--- config.mk ---
export PLATFORM = sky130hd
export DESIGN_NAME = mult_stage_pipe
export DESIGN_NICKNAME = d
export VERILOG_FILES = /design/src/rtl/mult_stage_pipe_pkg.sv /design/src/rtl/ms_lane_alu.sv /design/src/rtl/mult_stage_pipe.sv
export SDC_FILE = /design/constraint.sdc
export NUM_CORES = 2
export LEC_CHECK = 0
export BUFFER_PORTS_ARGS = -buffer_cell sky130_fd_sc_hd__buf_2
export CORE_UTILIZATION = 40
export CTS_BUF_LIST = sky130_fd_sc_hd__clkbuf_16
export DETAILED_ROUTE_END_ITERATION = 8
export MAX_ROUTING_LAYER = met4
export SLEW_MARGIN = 20
export SYNTH_ARGS = -nofsm -noshare
export SYNTH_HDL_FRONTEND = slang
export SYNTH_SLANG_ARGS = --single-unit
--- constraint.sdc ---
create_clock -name i_clk -period 21.1 [get_ports i_clk]
set_clock_uncertainty 0.05 [all_clocks]
set_input_delay 6.33 -clock i_clk [delete_from_list [all_inputs] [get_ports i_clk]]
set_output_delay 6.33 -clock i_clk [all_outputs]
set_load 0.02 [all_outputs]
--- src/rtl/mult_stage_pipe_pkg.sv ---
// Shared PE datapath types for the multiply stage: operation modes, default widths and lane record.
package mult_stage_pipe_pkg;

  typedef enum logic [1:0] {
    MS_MAC    = 2'd0,
    MS_MUL    = 2'd1,
    MS_BYPASS = 2'd2
  } ms_mode_e;

  localparam int unsigned MS_DWD   = 8;
  localparam int unsigned MS_PSW   = 20;
  localparam int unsigned MS_SIDEW = 8;

  typedef struct packed {
    logic [MS_DWD-1:0] inp;
    logic [MS_DWD-1:0] weight;
    logic [MS_PSW-1:0] psum;
  } ms_lane_t;

  // Mode 3 is reserved and behaves as BYPASS, so only MAC/MUL do arithmetic.
  function automatic logic is_arith(logic [1:0] mode);
    return (mode == MS_MAC) || (mode == MS_MUL);
  endfunction

endpackage

--- src/rtl/ms_lane_alu.sv ---
// Per-row combinational datapath: multiplier (front of the pipe) and accumulate/saturate (back).
module ms_lane_alu
  import mult_stage_pipe_pkg::*;
#(
  parameter int unsigned DWD = MS_DWD,
  parameter int unsigned PSW = MS_PSW,
  parameter int unsigned SAT = 1
) (
  input  logic [DWD-1:0]   in_i,
  input  logic [DWD-1:0]   w_i,
  input  logic             mul_signed_i,
  output logic [2*DWD-1:0] mul_prod_o,
  input  logic [2*DWD-1:0] prod_i,
  input  logic [PSW-1:0]   psum_i,
  input  logic [1:0]       mode_i,
  input  logic             signed_i,
  input  logic             lane_en_i,
  output logic [PSW-1:0]   psum_o,
  output logic [2*DWD-1:0] prod_o,
  output logic             ovf_o
);

  localparam int unsigned PW = 2 * DWD;
  localparam int unsigned SW = PSW + 2;

  logic [PW-1:0]  a_ext, b_ext;
  logic [SW-1:0]  prod_ext, psum_ext, sum;
  logic [2:0]     top;
  logic           arith, ovf;
  logic [PSW-1:0] sat_val;

  // Extending both operands to the full product width keeps the low bits exact for either sign.
  assign a_ext      = {{DWD{mul_signed_i & in_i[DWD-1]}}, in_i};
  assign b_ext      = {{DWD{mul_signed_i & w_i[DWD-1]}}, w_i};
  assign mul_prod_o = a_ext * b_ext;

  assign arith    = is_arith(mode_i);
  assign prod_ext = {{(SW-PW){signed_i & prod_i[PW-1]}}, prod_i};
  assign psum_ext = {{2{signed_i & psum_i[PSW-1]}}, psum_i};

  always_comb begin
    sum = psum_ext;
    case (ms_mode_e'(mode_i))
      MS_MAC:  sum = prod_ext + psum_ext;
      MS_MUL:  sum = prod_ext;
      default: sum = psum_ext;
    endcase
  end

  // Signed result fits iff the bits from the PSW sign position upward all agree.
  assign top = sum[SW-1:PSW-1];
  assign ovf = arith & (signed_i ? ~((&top) | ~(|top)) : (|sum[SW-1:PSW]));

  assign sat_val = signed_i ? (sum[SW-1] ? {1'b1, {(PSW-1){1'b0}}} : {1'b0, {(PSW-1){1'b1}}})
                            : {PSW{1'b1}};

  always_comb begin
    psum_o = '0;
    if (lane_en_i) psum_o = (ovf && (SAT != 0)) ? sat_val : sum[PSW-1:0];
  end

  assign prod_o = (lane_en_i & arith) ? prod_i : '0;
  assign ovf_o  = lane_en_i & ovf;

endmodule

--- src/rtl/mult_stage_pipe.sv ---
// Multiply stage between fetch and sum stages: elastic NSTAGE-deep pipeline, product in the first
// register stage, accumulate/saturate into the last one, sideband carried alongside.
module mult_stage_pipe
  import mult_stage_pipe_pkg::*;
#(
  parameter int unsigned DWD    = MS_DWD,
  parameter int unsigned PEROW  = 4,
  parameter int unsigned NSTAGE = 2,
  parameter int unsigned PSW    = MS_PSW,
  parameter int unsigned SIDEW  = MS_SIDEW,
  parameter int unsigned SAT    = 1
) (
  input  logic                   i_clk,
  input  logic                   i_rst,
  input  logic                   src_rdy,
  output logic                   src_ack,
  input  logic [1:0]             i_mode,
  input  logic                   i_signed,
  input  logic [PEROW-1:0]       i_lane_en,
  input  logic [PEROW*DWD-1:0]   i_input,
  input  logic [PEROW*DWD-1:0]   i_weight,
  input  logic [PEROW*PSW-1:0]   i_psum,
  input  logic [SIDEW-1:0]       i_side,
  output logic                   dst_rdy,
  input  logic                   dst_ack,
  output logic [PEROW*PSW-1:0]   o_psum,
  output logic [PEROW*2*DWD-1:0] o_prod,
  output logic [PEROW-1:0]       o_ovf,
  output logic [SIDEW-1:0]       o_side,
  output logic                   o_busy
);

  localparam int unsigned MidN = (NSTAGE > 1) ? NSTAGE - 1 : 1;

  typedef struct packed {
    logic [PEROW*2*DWD-1:0] prod;
    logic [PEROW*PSW-1:0]   psum;
    logic [1:0]             mode;
    logic                   sgn;
    logic [PEROW-1:0]       lane_en;
    logic [SIDEW-1:0]       side;
  } front_t;

  logic [NSTAGE-1:0] v_q, adv, ld, in_v;
  logic [NSTAGE:0]   v_chain;
  logic              room;

  front_t                 s0_d, fin_src;
  front_t [MidN-1:0]      mid_q, mid_d;
  logic [PEROW*2*DWD-1:0] mul_prod, fin_prod, prod_q;
  logic [PEROW*PSW-1:0]   fin_psum, psum_q;
  logic [PEROW-1:0]       fin_ovf, ovf_q;
  logic [SIDEW-1:0]       side_q;

  // Walk from the output backwards: a stage moves if the one after it is empty or moving.
  always_comb begin
    adv  = '0;
    room = dst_ack;
    for (int k = int'(NSTAGE) - 1; k >= 0; k--) begin
      adv[k] = v_q[k] & room;
      room   = ~v_q[k] | room;
    end
    src_ack = room;
  end

  assign v_chain = {v_q, src_rdy};
  assign in_v    = v_chain[NSTAGE-1:0];
  assign ld      = ~v_q | adv;

  always_ff @(posedge i_clk or posedge i_rst) begin
    if (i_rst) v_q <= '0;
    else       v_q <= (v_q & ~ld) | (in_v & ld);
  end

  always_comb begin
    s0_d.prod    = mul_prod;
    s0_d.psum    = i_psum;
    s0_d.mode    = i_mode;
    s0_d.sgn     = i_signed;
    s0_d.lane_en = i_lane_en;
    s0_d.side    = i_side;
  end

  always_comb begin
    mid_d[0] = s0_d;
    for (int k = 1; k < int'(MidN); k++) mid_d[k] = mid_q[k-1];
  end

  always_ff @(posedge i_clk or posedge i_rst) begin
    if (i_rst) begin
      mid_q <= '0;
    end else begin
      for (int k = 0; k < int'(MidN); k++) begin
        if ((NSTAGE > 1) && ld[k] && in_v[k]) mid_q[k] <= mid_d[k];
      end
    end
  end

  // With a single stage the product feeds the accumulator in the same cycle.
  assign fin_src = (NSTAGE == 1) ? s0_d : mid_q[MidN-1];

  for (genvar r = 0; r < PEROW; r++) begin : g_lane
    ms_lane_alu #(
      .DWD(DWD),
      .PSW(PSW),
      .SAT(SAT)
    ) u_alu (
      .in_i        (i_input[r*DWD +: DWD]),
      .w_i         (i_weight[r*DWD +: DWD]),
      .mul_signed_i(i_signed),
      .mul_prod_o  (mul_prod[r*2*DWD +: 2*DWD]),
      .prod_i      (fin_src.prod[r*2*DWD +: 2*DWD]),
      .psum_i      (fin_src.psum[r*PSW +: PSW]),
      .mode_i      (fin_src.mode),
      .signed_i    (fin_src.sgn),
      .lane_en_i   (fin_src.lane_en[r]),
      .psum_o      (fin_psum[r*PSW +: PSW]),
      .prod_o      (fin_prod[r*2*DWD +: 2*DWD]),
      .ovf_o       (fin_ovf[r])
    );
  end

  always_ff @(posedge i_clk or posedge i_rst) begin
    if (i_rst) begin
      psum_q <= '0;
      prod_q <= '0;
      ovf_q  <= '0;
      side_q <= '0;
    end else if (ld[NSTAGE-1] && in_v[NSTAGE-1]) begin
      psum_q <= fin_psum;
      prod_q <= fin_prod;
      ovf_q  <= fin_ovf;
      side_q <= fin_src.side;
    end
  end

  assign dst_rdy = v_q[NSTAGE-1];
  assign o_busy  = |v_q;
  assign o_psum  = psum_q;
  assign o_prod  = prod_q;
  assign o_ovf   = ovf_q;
  assign o_side  = side_q;

endmodule

# Word-level counts from Yosys, hierarchy flattened

Cells that the tools add are included.

Flip-flop bits (word level): 317
Input bits: 163
Output and inout bits: 159
Logic and storage cells: 117

$add $sub $neg: 4
Multipliers: 4
Equality and inequality tests: 1
Multiplexer cells: 28
Bitwise gates (word level): 52
Reduce and logical (&&, ||, !) cells: 17

Operators with widths:

| kind               | count |
|---|---|
| $mux 20            | 16 |
| $pmux 22 s2        | 4 |
| $add 17x21->22     | 4 |
| $mul 9x9->16       | 4 |
| $mux 16            | 4 |
| $and 1x1->1        | 30 |
| $reduce_and 3->1   | 4 |
| $reduce_or 3->1    | 4 |
| $not 1->1          | 10 |
| $reduce_or 2->1    | 5 |
| $or 1x1->1         | 6 |
| $and 2x2->2        | 2 |
| $mux 1             | 4 |
| $not 2->2          | 2 |
| $or 2x2->2         | 2 |
| $eq 2x1->1 const B | 1 |
| $logic_and 1x1->1  | 2 |
| $logic_not 2->1    | 1 |
| $logic_or 1x1->1   | 1 |

# Logic depth before layout (Yosys ltp)

Word-level depth: 11
Gate-level depth with buffers: 24
Depth with buffers taken out: 23

# Hierarchy

Synthesis repeated with hierarchy kept, for this count alone.

Cells, all modules: 2946
Area total of the unflattened synthesis: 29806.1 µm²

By module, submodules not included:

| module                         | times used | cells each | area an instance (µm²) | sequential area each (µm²) |
|---|---|---|---|---|
| mult_stage_pipe                | 1          | 674        | 12016.5                | 7932.6 |
| ms_lane_alu at g_lane[1].u_alu | 1          | 571        | 4516.8                 | 0.0 |
| ms_lane_alu at g_lane[0].u_alu | 1          | 571        | 4464.3                 | 0.0 |
| ms_lane_alu at g_lane[3].u_alu | 1          | 561        | 4406.7                 | 0.0 |
| ms_lane_alu at g_lane[2].u_alu | 1          | 569        | 4401.7                 | 0.0 |

# Least setup slack after synthesis

OpenSTA, ideal clock, no wires.

Path kind: input to output
Start: input port dst_ack
End: output port src_ack
Data arrival time: 6.613 ns
Required time: 14.720 ns
Setup slack: 8.107 ns
Stages on the path: 1
Path buffers: 0
Cell sequence: nand3b_1

Longest elaborated chain between the ends: 2

Ends and longest elaborated chain:

| item                     | RTL line              | RTL |
|---|---|---|
| start: declaration       | mult_stage_pipe.sv:25 | `input logic dst_ack,` |
| $or 1x1->1 (2 in series) | mult_stage_pipe.sv:61 | `room = ~v_q[k] \| room;` |
| end: declaration         | mult_stage_pipe.sv:16 | `output logic src_ack,` |

No other way between the ends.

# Final worst setup path

Same ends and word-level chain as after synthesis.

==> impl_metrics.ini <==
[synth]
synth_common_cells = nand2_1 (520), inv_1 (326), dfrtp_1 (317), fa_1 (256), ha_1 (216)
synth_area_leaders = dfrtp_1 (28%), fa_1 (18%), ha_1 (9.5%), nand2_1 (6.9%), mux2_2 (4.6%)
synth.most_common_cell = nand2_1
synthCells = 3075
netlist_area_um2 = 28480
ys_seq_elements = 317
synth_flop_cell = dfrtp_1
ys_async_sr_fraction_pct = 100.0
ys_warn_count = 0
yosysSeqAreaShare_pct = 27.85
syn_nets = 3710
synth_edf_count = 0
yosysTopAreaCell = dfrtp_1
ys_types = 73
synth_top_area_share_pct = 27.85
syn_avg_cell_area_um2 = 9.262

[global_routing]
grt_pass1_vias = 21503
grt.total_usage_pct = 21.87
antenna_found_initial = 9
grt_pass1_wl_um = 120500
grt_max_degree = 146
grt_overflow = 0

[cts]
clkTransAtPathRegs_ns = 0.06
htreeDepth = 2
cts_buffers = 37
cts_resized = 0
cts.path.max_buffers = 3
cts-root-buf = clkbuf_16
cts_tree = yes
ctsHoldBuffers = 0
cts_sinks = 317
insertion_delay_ns = 0.55
postCtsSetupRepairBufs = 0

[setup_path]
crit_path_start_kind = primary input
crit_path_max_incr_delay_ns = 0.23
cp.depth = 3
reg2reg_to = o_psum[53]$_DFFE_PP0P_
cp-startpoint = dst_ack
cp_top_family = buffers and inverters
path_max_fanout = 3
crit_path_top_delay_cell = nand3b_1
path_cells = buf_2, nand3b_1, buf_2
r2r-start = fin_src[142]$_DFFE_PP0P_
cpMostUsedCell = buf_2
worst_setup_path_end_kind = output port
r2r.worst_path.cells = 12
endpoint = src_ack
reg2reg_slack_ns = 16.24
crit_type = primary input to output port
path_buf_inv = 2
arrival_ns = 6.88
crit_required_ns = 14.72

[floorplanning]
start_util_pct = 40.53
io_pins = 322
die_area_um2 = 72270
core_area_um2 = 70270
chipHeight_um = 268.8
rows = 97
dieWidth_um = 268.8

[detailed_routing]
finalWirelength_um = 76260
wl_per_cell_um = 17.85
drt_iter0_markers = 1381
viasPerCell = 5.168
ant_nets = 0
via_count = 22081
drt_pre_antenna_iters = 6
drc_errors = 0

[power]
p_leak_nw = 16.09
switching_share_pct = 45.42
comb_power_share_pct = 57.8
total_power_mw = 3.870
internal_power_mw = 2.112
power_density_nw_per_um2 = 120.7
pwr-share-seq_pct = 25.3
vdd_ir_drop_max_mv = 0.05163
clockPowerShare_pct = 16.9
switchingPower_mw = 1.758

[sta]
relSlewSlack_pct = 25.28
drv_slew = 0
hold_viol = 0
post-route-min-period_ns = 13.26
clock.fmax_ghz = 0.07542
rsz0062_at_grt = no
period_share_pct = 62.84
setup_viol = 0
fin_setup_tns_ns = 0
worst_pin_slew_ns = 1.118
hold_ws_ns = 0.4104

[layout]
syn_to_final_growth_pct = 12.53
postLayoutCoreUtil_pct = 45.61
multi_input_area_um2 = 18760
nFillCells = 6938
seqCellArea_um2 = 7938
layout-drive-gt1-share_pct = 16.29
nets = 3939
design_area_um2 = 32050

[place]
hpwl_um = 59340
dpl_cell_area_um2 = 30840
portBuffers = 321
place_congestion = 0.9034

[run_status]
status = complete, no violations

[job]
cap_violations = 0

[hold_path]
min_path_type = flop to flop
layout by cell type, fill, tap and decap left out, drive strengths merged, types with 29 or more instances in the layout:
| cell type | synthesis | layout |
|---|---|---|
| o21bai | 29 | 29 |
| a21o | 38 | 38 |
| ha | 216 | 216 |
| mux2 | 116 | 116 |
| a21oi | 129 | 129 |
| nand2 | 520 | 520 |
| xor2 | 46 | 46 |
| buf | 10 | 337 |
| xnor2 | 90 | 90 |
| nor2 | 91 | 91 |
| o21ai | 165 | 165 |
| a22o | 35 | 35 |
| clkbuf | 137 | 37 |
| o211ai | 76 | 76 |
| dfrtp | 317 | 317 |
| and2 | 160 | 160 |
| fa | 256 | 256 |
| nand3 | 84 | 84 |
| inv | 326 | 333 |
worst min-delay path: cells and delay by family, from the launching register on:
kind	cells	cell delay, ns
AND/OR/NAND/NOR	2	0.10
flip-flops	1	0.34
stage by stage:
step,setup WS (ns),instances
2_1_floorplan,5.949,3075
3_3_place_gp,7.868,4205
3_5_place_dp,7.865,4205
4_1_cts,7.837,4267
5_1_grt,7.806,4273
6_report,7.841,4273
kinds of logic (layout without fill, tap and decap cells):
| family | count (synthesis) | in the layout | share of synthesized area, % |
|---|---|---|---|
| and+or+nand+nor | 954 | 954 | 15.25 |
| AOI/OAI and AO/OA | 591 | 591 | 13.72 |
| buffers and inverters | 473 | 725 | 6.366 |
| adders and majority gates | 472 | 472 | 27.48 |
| DFF | 317 | 317 | 27.85 |
| xor gates and xnor gates | 136 | 136 | 4.182 |
| muxes | 132 | 132 | 5.149 |
| other | 0 | 6 | 0 |
layout make-up:
type	instances	area share [%]
Multi-Input combinational cell	2285	58.53
Sequential cell	317	24.77
Timing Repair Buffer	337	5.426
Inverter	326	3.845
Tap cell	940	3.670
Clock buffer	37	2.889
Clock inverter	25	0.8315
Antenna cell	6	0.04685
routing by layer:
layer,global-route usage [%],vias up,share of wire [%]
met2,32.16,461,44
li1,-,10693,-
met1,31.49,10844,49
met5,-,-,0
met4,5.160,0,2.0
met3,3.315,83,4.9
how the worst min path moves through the flow:
stage	from	end	slack, ns	cells past startpoint
4_1_cts	o_prod[16]$_DFFE_PP0P_	o_prod[16]$_DFFE_PP0P_	0.41	2
6_report	o_prod[7]$_DFFE_PP0P_	o_prod[7]$_DFFE_PP0P_	0.41	2
3_5_place_dp	o_prod[7]$_DFFE_PP0P_	o_prod[7]$_DFFE_PP0P_	0.40	2
2_1_floorplan	fin_src[0]$_DFFE_PP0P_	o_side[0]$_DFFE_PP0P_	0.38	2
5_1_grt	fin_src[7]$_DFFE_PP0P_	o_side[7]$_DFFE_PP0P_	0.43	2
3_3_place_gp	fin_src[2]$_DFFE_PP0P_	o_side[2]$_DFFE_PP0P_	0.39	2
state kept, by name, indices dropped and copies added (netlist names), named ones only:
name	cells
fin_src	159
o_ovf	4
o_prod	64
o_psum	80
o_side	8
power by group through the flow:
stage / Sequential, mW / Clock, mW / Combinational (mW)
after global placement: 0.981 / 0 / 2.22
final: 0.979 / 0.654 / 2.24
after detailed placement: 0.985 / 0 / 2.24
after global routing: 1.00 / 0.695 / 2.56
after floorplan: 1.01 / 0 / 1.62
after CTS: 0.976 / 0.673 / 2.26
Power figures use the tool's default switching activity.
